$ cat config.mk
export PLATFORM = sky130hd
export DESIGN_NAME = calc_key_sequencer
export DESIGN_NICKNAME = d
export VERILOG_FILES = /design/src/rtl/calc_pkg.sv /design/src/rtl/calc_key_sequencer_key_debounce.sv /design/src/rtl/calc_key_sequencer.sv
export SDC_FILE = /design/constraint.sdc
export NUM_CORES = 1
export LEC_CHECK = 0
export CORE_MARGIN = 4
export CORE_UTILIZATION = 57
export CTS_CLUSTER_DIAMETER = 200
export DETAILED_ROUTE_END_ITERATION = 7
export PLACE_DENSITY_LB_ADDON = 0.25
export REMOVE_ABC_BUFFERS = 1
export SLEW_MARGIN = 20
export SYNTH_ARGS = -nofsm -noshare
export SYNTH_HDL_FRONTEND = slang
export SYNTH_SLANG_ARGS = --single-unit
$ cat constraint.sdc
create_clock -name clk -period 2.14 [get_ports clk]
set_input_delay 0.535 -clock clk [delete_from_list [all_inputs] [get_ports clk]]
set_output_delay 0.535 -clock clk [all_outputs]
set_load 0.01 [all_outputs]
$ cat src/rtl/calc_pkg.sv
// ============================================================================
// Module : calc_pkg
// Shared key codes, save_enable encodings and entry-FSM state codes for the
// calculator key sequencer, memory block and their benches.
// Revision: 1.0
// ============================================================================
`default_nettype none

package calc_pkg;

  localparam logic [3:0] KEY_ADD = 4'd10;
  localparam logic [3:0] KEY_SUB = 4'd11;
  localparam logic [3:0] KEY_MUL = 4'd12;
  localparam logic [3:0] KEY_DIV = 4'd13;
  localparam logic [3:0] KEY_EQU = 4'd14;
  localparam logic [3:0] KEY_CLR = 4'd15;

  localparam logic [1:0] SAVE_NONE = 2'b00;
  localparam logic [1:0] SAVE_A    = 2'b01;
  localparam logic [1:0] SAVE_OP   = 2'b10;
  localparam logic [1:0] SAVE_B    = 2'b11;

  typedef enum logic [2:0] {
    ST_IDLE   = 3'd0,
    ST_OPND_A = 3'd1,
    ST_OP_SEL = 3'd2,
    ST_OPND_B = 3'd3,
    ST_RESULT = 3'd4
  } state_t;

  function automatic logic is_digit(logic [3:0] code);
    return code <= 4'd9;
  endfunction

  function automatic logic is_oper(logic [3:0] code);
    return (code >= KEY_ADD) && (code <= KEY_DIV);
  endfunction

  // Operator index is key_code-10; modulo 4 this is the low two bits plus 2.
  function automatic logic [1:0] oper_of(logic [1:0] code_lo);
    return code_lo + 2'd2;
  endfunction

endpackage

`default_nettype wire

$ cat src/rtl/calc_key_sequencer_key_debounce.sv
// ============================================================================
// Module : key_debounce
// Two-flop synchronizer, stability counter and single-cycle press detector.
// Revision: 1.0
// ============================================================================
`default_nettype none

module key_debounce #(
  parameter int DEBOUNCE_CYCLES = 500000
) (
  input  logic clk,
  input  logic rst_n,
  input  logic raw_in,
  output logic press_evt
);

  localparam int CW = $clog2(DEBOUNCE_CYCLES + 1);
  localparam logic [CW-1:0] CNT_LAST = CW'(DEBOUNCE_CYCLES - 1);

  logic          sync1_q, sync2_q;
  logic          level_q, level_d;
  logic          press_q, press_d;
  logic [CW-1:0] cnt_q, cnt_d;

  // Counter only runs while the synced level differs from the accepted one,
  // so any bounce back to the accepted level restarts it from zero.
  always_comb begin
    cnt_d   = '0;
    level_d = level_q;
    press_d = 1'b0;
    if (sync2_q != level_q) begin
      if (cnt_q == CNT_LAST) begin
        level_d = sync2_q;
        press_d = sync2_q;
      end else begin
        cnt_d = cnt_q + 1'b1;
      end
    end
  end

  always_ff @(posedge clk or negedge rst_n) begin
    if (!rst_n) begin
      sync1_q <= 1'b0;
      sync2_q <= 1'b0;
      level_q <= 1'b0;
      press_q <= 1'b0;
      cnt_q   <= '0;
    end else begin
      sync1_q <= raw_in;
      sync2_q <= sync1_q;
      level_q <= level_d;
      press_q <= press_d;
      cnt_q   <= cnt_d;
    end
  end

  assign press_evt = press_q;

endmodule

`default_nettype wire

$ cat src/rtl/calc_key_sequencer.sv
// ============================================================================
// Module : calc_key_sequencer
// Keypad entry FSM: turns debounced key presses into registered memory strobes.
// Revision: 1.0
// ============================================================================
`default_nettype none

module calc_key_sequencer
  import calc_pkg::*;
#(
  parameter int DEBOUNCE_CYCLES = 500000,
  parameter int MAX_DIGITS      = 4
) (
  input  logic       clk,
  input  logic       rst_n,
  input  logic       key_valid,
  input  logic [3:0] key_code,
  output logic [3:0] num,
  output logic [1:0] operator,
  output logic [1:0] save_enable,
  output logic       op_enable,
  output logic       equ_enable,
  output logic       clear_enable,
  output logic [2:0] state_o
);

  localparam int DCW = $clog2(MAX_DIGITS + 1);
  localparam logic [DCW-1:0] DIG_MAX = DCW'(MAX_DIGITS);

  logic press_evt;

  key_debounce #(
    .DEBOUNCE_CYCLES (DEBOUNCE_CYCLES)
  ) u_key_debounce (
    .clk       (clk),
    .rst_n     (rst_n),
    .raw_in    (key_valid),
    .press_evt (press_evt)
  );

  state_t           state_q, state_d;
  logic [DCW-1:0]   cnt_a_q, cnt_a_d;
  logic [DCW-1:0]   cnt_b_q, cnt_b_d;
  logic             pend_q, pend_d;
  logic [3:0]       pend_dig_q, pend_dig_d;
  logic [3:0]       num_q, num_d;
  logic [1:0]       oper_q, oper_d;
  logic [1:0]       save_q, save_d;
  logic             op_en_q, op_en_d;
  logic             equ_q, equ_d;
  logic             clr_q, clr_d;

  logic w_clr, w_dig, w_op, w_equ;
  assign w_clr = press_evt && (key_code == KEY_CLR);
  assign w_dig = press_evt && is_digit(key_code);
  assign w_op  = press_evt && is_oper(key_code);
  assign w_equ = press_evt && (key_code == KEY_EQU);

  always_ff @(posedge clk or negedge rst_n) begin
    if (!rst_n) begin
      state_q    <= ST_IDLE;
      cnt_a_q    <= '0;
      cnt_b_q    <= '0;
      pend_q     <= 1'b0;
      pend_dig_q <= '0;
      num_q      <= '0;
      oper_q     <= '0;
      save_q     <= SAVE_NONE;
      op_en_q    <= 1'b0;
      equ_q      <= 1'b0;
      clr_q      <= 1'b0;
    end else begin
      state_q    <= state_d;
      cnt_a_q    <= cnt_a_d;
      cnt_b_q    <= cnt_b_d;
      pend_q     <= pend_d;
      pend_dig_q <= pend_dig_d;
      num_q      <= num_d;
      oper_q     <= oper_d;
      save_q     <= save_d;
      op_en_q    <= op_en_d;
      equ_q      <= equ_d;
      clr_q      <= clr_d;
    end
  end

  always_comb begin
    state_d    = state_q;
    cnt_a_d    = cnt_a_q;
    cnt_b_d    = cnt_b_q;
    pend_d     = 1'b0;
    pend_dig_d = pend_dig_q;
    if (w_clr) begin
      state_d = ST_IDLE;
      cnt_a_d = '0;
      cnt_b_d = '0;
    end else if (!pend_q) begin
      case (state_q)
        ST_IDLE, ST_OPND_A: begin
          if (w_dig && (cnt_a_q < DIG_MAX)) begin
            state_d = ST_OPND_A;
            cnt_a_d = cnt_a_q + 1'b1;
          end else if (w_op && (state_q == ST_OPND_A)) begin
            state_d = ST_OP_SEL;
          end
        end
        ST_OP_SEL, ST_OPND_B: begin
          if (w_dig && (cnt_b_q < DIG_MAX)) begin
            state_d = ST_OPND_B;
            cnt_b_d = cnt_b_q + 1'b1;
          end else if (w_equ && (state_q == ST_OPND_B)) begin
            state_d = ST_RESULT;
          end
        end
        ST_RESULT: begin
          // A digit starts a fresh calculation: clear first, save next cycle.
          if (w_dig) begin
            state_d    = ST_OPND_A;
            cnt_a_d    = DCW'(1);
            cnt_b_d    = '0;
            pend_d     = 1'b1;
            pend_dig_d = key_code;
          end else if (w_op) begin
            state_d = ST_OP_SEL;
            cnt_b_d = '0;
          end
        end
        default: state_d = ST_IDLE;
      endcase
    end
  end

  always_comb begin
    save_d  = SAVE_NONE;
    op_en_d = 1'b0;
    equ_d   = 1'b0;
    clr_d   = 1'b0;
    num_d   = num_q;
    oper_d  = oper_q;
    if (w_clr) begin
      clr_d = 1'b1;
    end else if (pend_q) begin
      save_d = SAVE_A;
      num_d  = pend_dig_q;
    end else begin
      case (state_q)
        ST_IDLE, ST_OPND_A: begin
          if (w_dig && (cnt_a_q < DIG_MAX)) begin
            save_d = SAVE_A;
            num_d  = key_code;
          end else if (w_op && (state_q == ST_OPND_A)) begin
            save_d  = SAVE_OP;
            op_en_d = 1'b1;
            oper_d  = oper_of(key_code[1:0]);
          end
        end
        ST_OP_SEL, ST_OPND_B: begin
          if (w_dig && (cnt_b_q < DIG_MAX)) begin
            save_d = SAVE_B;
            num_d  = key_code;
          end else if (w_op && (state_q == ST_OP_SEL)) begin
            save_d  = SAVE_OP;
            op_en_d = 1'b1;
            oper_d  = oper_of(key_code[1:0]);
          end else if (w_equ && (state_q == ST_OPND_B)) begin
            equ_d = 1'b1;
          end
        end
        ST_RESULT: begin
          if (w_dig) begin
            clr_d = 1'b1;
          end else if (w_op) begin
            save_d  = SAVE_OP;
            op_en_d = 1'b1;
            oper_d  = oper_of(key_code[1:0]);
          end
        end
        default: ;
      endcase
    end
  end

  assign num          = num_q;
  assign operator     = oper_q;
  assign save_enable  = save_q;
  assign op_enable    = op_en_q;
  assign equ_enable   = equ_q;
  assign clear_enable = clr_q;
  assign state_o      = state_q;

endmodule

`default_nettype wire
After elaboration in Yosys (flattened, before gate mapping). Index checks and enable logic that the tools add are counted.

Output and inout bits: 14. Bits in registers: 48.

Eq/ne operators: 23. Reductions and logical operators: 24. $lt $le $gt $ge: 5. Bitwise operators: 2. Add/sub/neg operators: 4. Muxes and demuxes: 64.

Operators by type and width (count): 3-bit 2-to-1 mux (17); 19-bit 2-to-1 mux (2); 2-bit 2-to-1 mux (14); 1-bit 2-to-1 mux (21); 4-bit AND reduction (5); 19-bit by 1-bit adder with 19-bit output (second input constant) (1); 19-bit == test (second input constant) (1); 3-bit != test (second input constant) (5); 4-bit 2-to-1 mux (3); 2-bit != test (second input constant) (6); 4-bit != test (second input constant) (3); 2-bit one-hot mux with 3 select lines (2); 3-bit one-hot mux with 2 select lines (2); 3-bit nonzero test (4); 1-bit logical AND (10); 3-bit one-hot mux with 3 select lines (1); 9-bit AND reduction (1); 4-bit == test (second input constant) (2); 4-bit less-or-equal comparator (second input constant) (2); 4-bit one-hot mux with 2 select lines (1); 3-bit by 1-bit adder with 3-bit output (second input constant) (2); 3-bit by 2-bit == test with 1-bit output (second input constant) (2); 3-bit less-than comparator (second input constant) (2); 4-bit greater-or-equal comparator (second input constant) (1); 10 further kinds (12).

Depth between registers and ports, before layout.
Depth in word-level cells: 9. Gate-level depth with buffers: 8.

Modules after synthesis. Synthesis repeated with hierarchy kept, for this count alone.

Cells, all modules: 228. Area total of the unflattened synthesis: 2456.1 µm².

Modules (own cells, without submodules): calc_key_sequencer (instances 1, sequential area each 625.6 µm², cells an instance 118, area each 1326.3 µm²); key_debounce (instances 1, sequential area each 575.6 µm², cells an instance 110, area each 1129.8 µm²).

Least setup slack after synthesis. OpenSTA, ideal clock, no wires.

Kind: flip-flop to flip-flop. Start: register state_q[1], in the netlist state_o[1]. End: register state_q[0], in the netlist state_o[0]. Arrival time: 1.719 ns. Cell stages (with the launch flop): 7. Path slack: 0.294 ns. Buffers on the path: 1. Period minus slack after synthesis: 1.846 ns. Library setup time: 0.128 ns. Path through: dfrtp_1 -> buf_2 -> or3b_4 -> a221oi_1 -> o21ai_1 -> nand3_2 -> mux2_1.

Cells in the longest elaborated chain, start to end: 5.

Ends and longest elaborated chain: start: declaration (RTL line calc_key_sequencer.sv:41) `state_t state_q, state_d;`; start signal: assignment (RTL line calc_key_sequencer.sv:73) `state_q <= state_d;`; 3-bit by 2-bit == test with 1-bit output (tied with other cells) (RTL line calc_key_sequencer.sv:98, calc_key_sequencer.sv:111); 2-bit OR reduction (RTL line calc_key_sequencer.sv:98) `case (state_q)`; 3-bit one-hot mux with 3 select lines (RTL line calc_key_sequencer.sv:98); 3-bit 2-to-1 mux (RTL line calc_key_sequencer.sv:97) `end else if (!pend_q) begin`; 3-bit 2-to-1 mux (RTL line calc_key_sequencer.sv:93) `if (w_clr) begin`.

Several ways; a longest one is shown, not always the timed one. The select of a mux whose other input is x is not followed. A chain may end at the register's enable or synchronous reset.

Worst setup path after layout.
Start: input port key_code[1]. End: register oper_q[0], in the netlist operator[0].

Cells in the longest elaborated chain, start to end: 6.

Ends and longest elaborated chain: start: declaration (RTL line calc_key_sequencer.sv:17) `input logic [3:0] key_code,`; 4-bit greater-or-equal comparator / 4-bit less-or-equal comparator (equally long branches) (RTL line calc_pkg.sv:36) `return (code >= KEY_ADD) && (code <= KEY_DIV);`; 1-bit logical AND (RTL line calc_pkg.sv:36); 1-bit logical AND (RTL line calc_key_sequencer.sv:56) `assign w_op = press_evt && is_oper(key_code);`; 1-bit logical AND (on tied branches) (RTL line calc_key_sequencer.sv:161, calc_key_sequencer.sv:151); 2-bit != test (no source line); 9-bit AND reduction (no source line) *; end signal: assignment (RTL line calc_key_sequencer.sv:79) `oper_q <= oper_d;`; end: declaration (RTL line calc_key_sequencer.sv:47) `logic [1:0] oper_q, oper_d;`.

Every way passes the cells marked *; elsewhere a longest branch is shown, timed or not.

==> run_summary.xml <==
<?xml version="1.0" encoding="UTF-8"?>
<metrics>
  <group name="synthesis">
    <metric name="synth-seq-area-share" unit="%">51.7</metric>
    <metric name="syn-cell-area" unit="um2">2320</metric>
    <metric name="synthFlopType" unit="">sky130_fd_sc_hd__dfrtp_1</metric>
    <metric name="post_synth_inst_count" unit="">215</metric>
    <metric name="synth_enable_flop_cells" unit="">0</metric>
    <metric name="register_bit_total_from_synthesis" unit="">48</metric>
    <metric name="synth.avg_cell_area" unit="um2">10.8</metric>
    <metric name="ys_async_sr_fraction" unit="%">100</metric>
    <metric name="synth_cell_type_count" unit="">45</metric>
    <metric name="synthesis.yosys.warnings" unit="">0</metric>
  </group>
  <group name="floorplan">
    <metric name="die-width" unit="um">71.8</metric>
    <metric name="initial_core_util" unit="%">61.2</metric>
    <metric name="boundaryPins" unit="">21</metric>
    <metric name="die_outline_height" unit="um">71.8</metric>
    <metric name="die_area" unit="um2">5160</metric>
    <metric name="std_cell_rows" unit="">22</metric>
    <metric name="coreArea" unit="um2">3800</metric>
  </group>
  <group name="power_and_ir_drop">
    <metric name="vdd.ir_drop.worst" unit="uV">444</metric>
    <metric name="power.leakage" unit="nW">1.32</metric>
    <metric name="power.density" unit="nW/um2">550</metric>
  </group>
  <group name="cts">
    <metric name="clockRootBuffer" unit="">sky130_fd_sc_hd__clkbuf_8</metric>
    <metric name="cts.sinks" unit="">48</metric>
    <metric name="htreeDepth" unit="">2</metric>
    <metric name="clkTransAtPathRegs" unit="ns">0.09</metric>
    <metric name="worstSkewPairLatency" unit="ns">0.30</metric>
    <metric name="cts_inserted_buffers" unit="">5</metric>
    <metric name="cts_hold_repair.buffers" unit="">0</metric>
    <metric name="cts_tree" unit="">yes</metric>
    <metric name="cts_max_path_buffers" unit="">2</metric>
  </group>
  <group name="finish">
    <metric name="fin_area" unit="um2">2830</metric>
    <metric name="layout.cells.non_filler" unit="">307</metric>
    <metric name="layout_common_cells" unit="">sky130_fd_sc_hd__dfrtp_1, sky130_fd_sc_hd__nor2_1, sky130_fd_sc_hd__buf_4</metric>
    <metric name="syn_to_final_growth" unit="%">21.7</metric>
    <metric name="final_layout_size_suffix_gt1_share" unit="%">21.2</metric>
    <metric name="final_core_occ" unit="%">74.4</metric>
    <metric name="diodes_inserted" unit="">0</metric>
    <metric name="num-nets-final" unit="">268</metric>
    <metric name="leading_cell_type_in_the_layout_fill_and_taps_excluded" unit="">sky130_fd_sc_hd__dfrtp_1</metric>
  </group>
  <group name="sta">
    <metric name="maxSlewViolCount" unit="">0</metric>
    <metric name="final.setup.worst_slack" unit="ns">0.00107</metric>
    <metric name="fin_skew" unit="ns">0.00478</metric>
    <metric name="max_clock_freq" unit="MHz">468</metric>
    <metric name="worst-slew-pin-transition" unit="ns">0.483</metric>
    <metric name="final.min_clock_period" unit="ns">2.14</metric>
    <metric name="timing_hold_violations_final" unit="">0</metric>
    <metric name="period_share" unit="%">100</metric>
    <metric name="setup_viol" unit="">0</metric>
    <metric name="worst_slew_margin_rel" unit="%">67.8</metric>
  </group>
  <group name="route">
    <metric name="routed.top_layer" unit="">met4</metric>
    <metric name="detail_route_met3_wl" unit="um">232</metric>
    <metric name="final_antenna_net_count" unit="">0</metric>
    <metric name="wl_met2" unit="um">1970</metric>
    <metric name="vias_per_cell" unit="">5.58</metric>
    <metric name="routed-via-count" unit="">1713</metric>
    <metric name="initial_drc_count" unit="">115</metric>
    <metric name="drt-met1-wl" unit="um">2100</metric>
    <metric name="avgRoutedWirePerCell" unit="um">14.4</metric>
    <metric name="route.detailed.drc" unit="">0</metric>
    <metric name="drt_first_pass_iters" unit="">4</metric>
    <metric name="route.final.wire_length" unit="um">4410</metric>
  </group>
  <group name="place">
    <metric name="post-place-ws" unit="ns">-0.354</metric>
    <metric name="gp_routability_congestion" unit="">0.904</metric>
    <metric name="dp_hpwl" unit="um">3100</metric>
    <metric name="portBuffers" unit="">20</metric>
    <metric name="placed_cells_incl_taps" unit="">297</metric>
    <metric name="placement.cell_area" unit="um2">2710</metric>
  </group>
  <group name="global_route">
    <metric name="global_route.overflow_total" unit="">0</metric>
    <metric name="grt_use_total" unit="%">19.1</metric>
    <metric name="grt_pass1_wl" unit="um">7830</metric>
    <metric name="number_of_antenna_violations_at_the_first_check_in_global_routing" unit="">0</metric>
    <metric name="grt_start_max_net_pins" unit="">29</metric>
    <metric name="first_global_vias" unit="">1736</metric>
  </group>
  <group name="critical_path">
    <metric name="worst_r2r_path_depth" unit="">6</metric>
    <metric name="crit_fanout" unit="">5</metric>
    <metric name="critical_path_required" unit="ns">2.33</metric>
    <metric name="criticalPathCategory" unit="">in2reg</metric>
    <metric name="path_buf_inv" unit="">1</metric>
    <metric name="worstSetupEndpointType" unit="">flip-flop</metric>
    <metric name="critPathTopFamily" unit="">multiplexers</metric>
    <metric name="worst_ep_arrival_time" unit="ns">2.33</metric>
    <metric name="critPathSlowestCell" unit="">sky130_fd_sc_hd__clkdlybuf4s50_1</metric>
    <metric name="endpoint" unit="">operator[0]</metric>
    <metric name="cp_num_cells" unit="">6</metric>
    <metric name="timing.rr.start" unit="">u_key_debounce.cnt_q[0]</metric>
    <metric name="worstReg2RegEnd" unit="">u_key_debounce.cnt_q[15]</metric>
    <metric name="ff2ff_setup_slack" unit="ns">0.21</metric>
    <metric name="timing.critical_path.from_type" unit="">input port</metric>
    <metric name="worstPathCellList" unit="">clkdlybuf4s50_1 &gt; o21ai_2 &gt; a311o_1 &gt; mux2i_2 &gt; and3_4 &gt; mux2_1</metric>
    <metric name="worstSetupStartpoint" unit="">key_code[1]</metric>
    <metric name="slowest_delay" unit="ns">0.52</metric>
  </group>
  <group name="min_path">
    <metric name="min-delay-path-class" unit="">in2async</metric>
  </group>
  <group name="outcome">
    <metric name="run_status" unit="">finished, final reports clean</metric>
  </group>
  <group name="job">
    <metric name="max_cap_violations" unit="">0</metric>
  </group>
</metrics>
==> metal layers <==
| metal | GRT usage, % | up-vias |
|---|---|---|
| li1 | - | 833 |
| met2 | 28.7 | 48 |
| met4 | 8.98 | 0 |
| met1 | 27.0 | 819 |
| met5 | 0 | - |
| met3 | 3.51 | 13 |
==> cells in the mapped netlist (6+ instances only) <==
cell,count,share of area (%)
sky130_fd_sc_hd__nand2_1,15,2.4
sky130_fd_sc_hd__nor3_1,6,1.3
sky130_fd_sc_hd__a21oi_1,7,1.5
sky130_fd_sc_hd__nand3_1,10,2.2
sky130_fd_sc_hd__xnor2_1,13,4.9
sky130_fd_sc_hd__inv_1,9,1.5
sky130_fd_sc_hd__xor2_1,7,2.6
sky130_fd_sc_hd__mux2_2,11,5.3
sky130_fd_sc_hd__dfrtp_1,48,52
sky130_fd_sc_hd__nor2_1,27,4.4
==> layout make-up <==
cell class | count | area [um2]
clock buffer | 6 | 82.6
clock inverter | 2 | 13.8
fill | 267 | 971
tap | 48 | 60.1
timing repair buffer | 43 | 378
sequential | 48 | 1200
inverter | 9 | 33.8
multi-input combinational | 151 | 1060
==> where the power goes <==
part | switching [mW] | internal [mW] | total (mW)
clock network | 0.306 | 0.264 | 0.570
logic | 0.0397 | 0.0270 | 0.0668
registers | 0.00536 | 0.913 | 0.918
total | 0.351 | 1.20 | 1.56
==> worst register-to-register path, delay by kind of cell (launching register included) <==
kind,cells,cell delay [ns]
AND/OR/NAND/NOR,5,1.19
flip-flops,1,0.39
adder cells (fa/ha/maj),1,0.22
==> registers in the layout, indices dropped and copies added (netlist names), 2 cells and up <==
register and count:
state_o 3, cnt_b_q 3, num 4, save_enable 2
u_key_debounce.cnt_q 19, operator 2, cnt_a_q 3, pend_dig_q 4
==> metrics by stage <==
step           setup TNS [ns]  hold WS [ns]  power (mW)
3_3_place_gp            -3.03         0.334        1.00
6_report                    0         0.180        1.56
2_1_floorplan               0         0.239       0.955
5_1_grt               -0.0414         0.211        1.62
3_5_place_dp            -3.61         0.339        1.00
4_1_cts                     0         0.194        1.58
==> worst min path at each step <==
stage | startpoint | endpoint | slack [ns] | depth (start not counted)
finish | rst_n | u_key_debounce.cnt_q[13] | 0.18 | 1
global route | rst_n | u_key_debounce.cnt_q[13] | 0.21 | 1
CTS | rst_n | u_key_debounce.cnt_q[13] | 0.19 | 1
detailed placement | u_key_debounce.sync1_q | u_key_debounce.sync2_q | 0.34 | 0
global placement | u_key_debounce.sync1_q | u_key_debounce.sync2_q | 0.33 | 0
floorplan | rst_n | clear_enable | 0.24 | 0
==> logic make-up (layout without fill, tap and decap cells) <==
kind of cell	after synthesis	after routing	synth area share, %
simple gates	83	83	18.3
buf+inv	16	60	3.23
fa+ha+maj	3	3	1.62
compound gates	25	25	7.49
mux	20	20	10.2
flops	48	48	51.7
xor+xnor	20	20	7.54
==> what timing repair did <==
| item | CTS | global route |
|---|---|---|
| setup endpoints to repair | 1 | 5 |
| cloned | 0 | 0 |
| hold endpoints to repair | 0 | 0 |
| pin swaps | 0 | 1 |
| gates resized for setup | 3 | 2 |
| buffers inserted | 1 | 1 |
Note: power is estimated with default switching activity, not from simulation.
==> RTL edit 1, RTL diff (same settings) <==
The parameter `MAX_DIGITS` goes from 4 to 8.
--- a/src/rtl/calc_key_sequencer.sv
+++ b/src/rtl/calc_key_sequencer.sv
@@ -11,3 +11,3 @@
   parameter int DEBOUNCE_CYCLES = 500000,
-  parameter int MAX_DIGITS      = 4
+  parameter int MAX_DIGITS      = 8
 ) (
Formal check against the unedited RTL: no difference found for any inputs over 10 cycles, from zero or initial values and one cycle with rst_n low; that may be too few to reach the edited logic, so the function may still have changed.
==> RTL edit 1 against the unedited design <==
Cell area is 7.1% higher; sequential cell count is 2 higher; total power is 2.7% higher; worst setup slack better by 0.11 ns; routed wire length is 14% higher; non-clock buffer count is 6 higher; critical endpoint is now state_o[1]; area after synthesis is 7.1% higher; critical path depth is 4 lower; core utilization is 0.86 points lower; count of clock-buffer cells in the layout stayed put; worst hold slack worse by 0.021 ns.
==> RTL edit 1: results <==
[place]
dpl_cell_area_mm2 = 0.00292
place.detailed.hpwl_mm = 3.66
portBuffers = 20
dp.cells = 343
place.gp.congestion = 0.921

[global_routing]
grt_use_total_pct = 20.8
antenna_found_initial = 0
grt_pass1_wl_mm = 8.78
grt_max_degree = 35

[logic_synthesis]
synth-async-reset-ratio_pct = 100
synthTopCellsByArea = dfrtp_1, nor2_1, nand2_1
ys_warn_count = 0
synth-xor-area-share_pct = 7.04
synth_area_per_cell_um2 = 9.83
synth_seq_area_share_pct = 50.3
synth.distinct_cells = 46
synth.area.mux_share_pct = 5.18
synth_fa_ha_area_share_pct = 1.51
yosys-top-cells-count = dfrtp_1, nor2_1, nand2_1
synth_compound_area_share_pct = 9.76

[sta]
finClkSkew_ns = 0.0108
relSlewSlack_pct = 66.5

[clock_tree]
numCtsBuffers = 5
clk_pin_slew_ns = 0.09
cts_setup_buffers = 0

[layout]
largest_reg_flops = 19
fill_cells = 301
nNetsFinal = 310
antenna_cells = 0
drive_gt1_share_pct = 16.6

[drt]
drtIter0Drc = 162
drt-vias-per-instance = 5.53
drt-total-wl_mm = 5.01
vias = 1940
first_pass_iters = 4

[critical_path]
rr_endpoint = cnt_b_q[3]$_DFFE_PN0P_
crit_path_max_incr_delay_ns = 0.53
crit_end = state_o[1]
cp_max_fo = 7
ff2ff_path_depth = 5
rrSetupSlack_ns = 0.19
start_kind = flop
worstReg2RegStart = state_o[1]$_DFFE_PN0P_
crit_arrival_ns = 1.49

[pwr]
p_leak_nw = 1.42
vdd_ir_drop_max_mv = 0.445

[status]
status = complete, no violations
[RTL edit 1: cell types whose count changed in the layout (fill, tap and decap cells not counted), moves of 5 or more]
cell     unedited run  this run
o21ai_0             2        11
nor2_1             27        39
buf_4              22        28
mux2i_1             2         8
mux2_2             11         1
nand2_1            15        29
nand4_1             0         5
[RTL edit 1: cell type report]
class	instances	area (µm²)	share of cell area, %
flip-flops and latches	50	1250	41.3
well taps	50	62.6	2.07
inverters	11	41.3	1.36
repair buffers	49	429	14.2
clock inverters	2	16.3	0.537
multi-input cells	183	1140	37.8
clock buffers	6	82.6	2.73
[RTL edit 1: power by group]
| group | switching, mW | internal (mW) | total, mW |
|---|---|---|---|
| clock network | 0.302 | 0.266 | 0.568 |
| logic | 0.0440 | 0.0291 | 0.0731 |
| registers | 0.00558 | 0.950 | 0.956 |
| total | 0.352 | 1.25 | 1.60 |
[RTL edit 1: worst max-delay path, delay by kind of cell, from the launching register on]
family / cells / cell delay (ns)
buf+inv: 2 / 0.71
flops: 1 / 0.48
[RTL edit 1: stage by stage]
stage                     hold WS [ns]  worst slack [ns]  power, mW  utilization [%]
after floorplan                  0.239             0.230      0.994                -
after global placement           0.334            -0.281       1.05             71.0
after detailed placement         0.340            -0.345       1.05             71.0
after CTS                        0.163           0.00694       1.63             73.4
after global routing             0.179            0.0627       1.67             73.6
final                            0.158             0.113       1.60             73.6
[RTL edit 1: routing by layer]
layer / up-vias / GRT usage (%) / part of all wire [%]
li1: 958 / - / -
met1: 914 / 28.1 / 44
met2: 58 / 34.7 / 51
met3: 10 / 3.38 / 4.5
met4: 0 / 5.84 / 1.3
met5: - / 0 / 0
[RTL edit 1: what timing repair did]
item,in CTS,in global routing
gates cloned,0,0
endpoints found under the setup margin,2,5
pin swaps,0,1
endpoints found under the hold margin,0,0
gates resized for setup,1,3
==> RTL edit 2, RTL diff (same flow settings) <==
Made on the original files. Register the inputs `key_valid` and `key_code` before use, with the module's reset. The logic sees them one clock later.
--- a/src/rtl/calc_key_sequencer.sv
+++ b/src/rtl/calc_key_sequencer.sv
@@ -29,2 +29,15 @@
 
+  logic key_valid_q;
+  logic [3:0] key_code_q;
+
+  always_ff @(posedge clk or negedge rst_n) begin
+    if (!rst_n) begin
+      key_valid_q <= '0;
+      key_code_q  <= '0;
+    end else begin
+      key_valid_q <= key_valid;
+      key_code_q  <= key_code;
+    end
+  end
+
   logic press_evt;
@@ -36,3 +49,3 @@
     .rst_n     (rst_n),
-    .raw_in    (key_valid),
+    .raw_in    (key_valid_q),
     .press_evt (press_evt)
@@ -53,6 +66,6 @@
   logic w_clr, w_dig, w_op, w_equ;
-  assign w_clr = press_evt && (key_code == KEY_CLR);
-  assign w_dig = press_evt && is_digit(key_code);
-  assign w_op  = press_evt && is_oper(key_code);
-  assign w_equ = press_evt && (key_code == KEY_EQU);
+  assign w_clr = press_evt && (key_code_q == KEY_CLR);
+  assign w_dig = press_evt && is_digit(key_code_q);
+  assign w_op  = press_evt && is_oper(key_code_q);
+  assign w_equ = press_evt && (key_code_q == KEY_EQU);
 
@@ -121,3 +134,3 @@
             pend_d     = 1'b1;
-            pend_dig_d = key_code;
+            pend_dig_d = key_code_q;
           end else if (w_op) begin
@@ -149,3 +162,3 @@
             save_d = SAVE_A;
-            num_d  = key_code;
+            num_d  = key_code_q;
           end else if (w_op && (state_q == ST_OPND_A)) begin
@@ -153,3 +166,3 @@
             op_en_d = 1'b1;
-            oper_d  = oper_of(key_code[1:0]);
+            oper_d  = oper_of(key_code_q[1:0]);
           end
@@ -159,3 +172,3 @@
             save_d = SAVE_B;
-            num_d  = key_code;
+            num_d  = key_code_q;
           end else if (w_op && (state_q == ST_OP_SEL)) begin
@@ -163,3 +176,3 @@
             op_en_d = 1'b1;
-            oper_d  = oper_of(key_code[1:0]);
+            oper_d  = oper_of(key_code_q[1:0]);
           end else if (w_equ && (state_q == ST_OPND_B)) begin
@@ -174,3 +187,3 @@
             op_en_d = 1'b1;
-            oper_d  = oper_of(key_code[1:0]);
+            oper_d  = oper_of(key_code_q[1:0]);
           end
Check against the original RTL: same outputs for any inputs over 10 cycles, from zero or initial values and one cycle with rst_n low; that may be too few to reach the edited logic, so the function may still have changed.
==> RTL edit 2 against the unedited design <==
First-iteration DRC count decreased by 12%; fmax increased by 7.0%; sequential cell count increased by 5; worst setup slack improved by 0.14 ns; non-clock buffer count decreased by 20; area after synthesis increased by 3.4%; routed wire length increased by 2.2%; core utilization decreased by 5.2 points; total power increased by 14%; cell area decreased by 1.4%; sequential share of layout area increased by 5.1 points; worst hold slack improved by 0.031 ns; largest cell class unchanged.
==> RTL edit 2: results <==
[drt]
drtIter0Drc = 101
drt-total-wl_mm = 4.51
drt-vias-per-instance = 5.81
first_pass_iters = 4

[layout]
antenna_cells = 0
drive_gt1_share_pct = 13.3
nNetsFinal = 250
fill_cells = 314
largest_reg_flops = 19
largest-register = u_key_debounce.cnt_q

[global_routing]
grt_pass1_vias = 1669
grt_use_total_pct = 18.5
grt_max_degree = 54
antenna_found_initial = 0
grt_pass1_wl_mm = 7.61

[place]
portBuffers = 20
place.gp.congestion = 0.885
dpl_cell_area_mm2 = 0.00267
place.detailed.hpwl_mm = 3.03

[sta]
worst_slew_pin_slew_ns = 0.697
finClkSkew_ns = 0.00505

[clock_tree]
cts_setup_buffers = 0
clk_pin_slew_ns = 0.09
htree_levels = 2
clk_latency_ns = 0.30
cts.path.max_buffers = 2
numCtsBuffers = 5
ctsResizeCount = 0
cts-root-buf = clkbuf_8

[status]
status = complete, no violations

[pwr]
p_leak_nw = 1.29
vdd_ir_drop_max_mv = 0.420

[critical_path]
crit_family = buffers and inverters
crit_path_max_incr_delay_ns = 0.61
slowest_stage = clkdlybuf4s50_1
cp_max_fo = 11
crit_arrival_ns = 1.46

[logic_synthesis]
synth_ff_type = dfrtp_1
synthTopCellsByArea = dfrtp_1, mux2_2, xor2_1
yosys-top-cells-count = dfrtp_1, nor2_1, mux2_2
synth.distinct_cells = 44
synth-async-reset-ratio_pct = 100
synth_seq_area_share_pct = 55.2
ys_warn_count = 0

[hold_path]
hp-class = input port to async pin
RTL edit 2: cell count changes in the layout (fill, tap and decap cells not counted), sizes merged, moves of 3 or more:
cell    change
buf        -20
xnor2       -8
nand4       +7
xor2        +7
dfrtp       +5
inv         -4
nor2        +3
o211ai      -3
RTL edit 2: power by group:
part | internal [mW] | leakage, nW | total (mW) | switching [mW]
sequential | 1.01 | 0.722 | 1.03 | 0.0136
clock | 0.381 | 0.0585 | 0.688 | 0.307
combinational | 0.0220 | 0.509 | 0.0559 | 0.0339
RTL edit 2: kinds of logic after synthesis:
logic type	after synthesis	synth area share [%]
and+or+nand+nor	85	18.0
DFF	53	55.2
AOI/OAI and AO/OA	25	7.55
xor gates and xnor gates	19	6.93
muxes	19	8.80
buffers and inverters	11	1.93
adders and majority gates	3	1.56
RTL edit 2: layout make-up:
cell class / instances / area share [%]
multi-input cells: 151 / 36.9
clock inverters: 1 / 1.08
inverters: 6 / 0.808
clock buffers: 7 / 3.10
repair buffers: 23 / 8.26
flip-flops and latches: 53 / 47.6
well taps: 50 / 2.24
RTL edit 2: path summary, 6_finish.rpt:
path	startpoint	endpoint	slack, ns	depth (start not counted)
max	state_o[0]$_DFFE_PN0P_	state_o[0]	0.14	1
min	rst_n	u_key_debounce.cnt_q[5]$_DFF_PN0_	0.21	2
max reg2reg	u_key_debounce.cnt_q[9]$_DFF_PN0_	u_key_debounce.cnt_q[12]$_DFF_PN0_	0.19	5
min reg2reg	u_key_debounce.sync1_q$_DFF_PN0_	u_key_debounce.sync2_q$_DFF_PN0_	0.36	0
max in group asynchronous	rst_n	key_code_q[0]$_DFF_PN0_	1.70	2
min in group clk	u_key_debounce.sync1_q$_DFF_PN0_	u_key_debounce.sync2_q$_DFF_PN0_	0.36	0
RTL edit 2: per-stage QoR:
step                utilization [%]  std cells  hold slack (ns)  setup WS (ns)  total power, mW
global route                   69.2        291            0.225         0.0660             1.84
CTS                            69.2        291            0.226          0.139             1.79
finish                         69.2        291            0.210          0.141             1.77
detailed placement             66.3        283            0.339          0.208             1.10
global placement               66.3        283            0.331          0.303             1.10
floorplan                         -        210            0.239          0.374             1.06
RTL edit 2: layer usage:
metal	GRT usage (%)	share of wire, %	wire length (µm)
met3	2.89	3.4	153
met4	5.53	1.2	56
met5	0	0	0
met2	30.3	46	2090
met1	25.7	49	2210
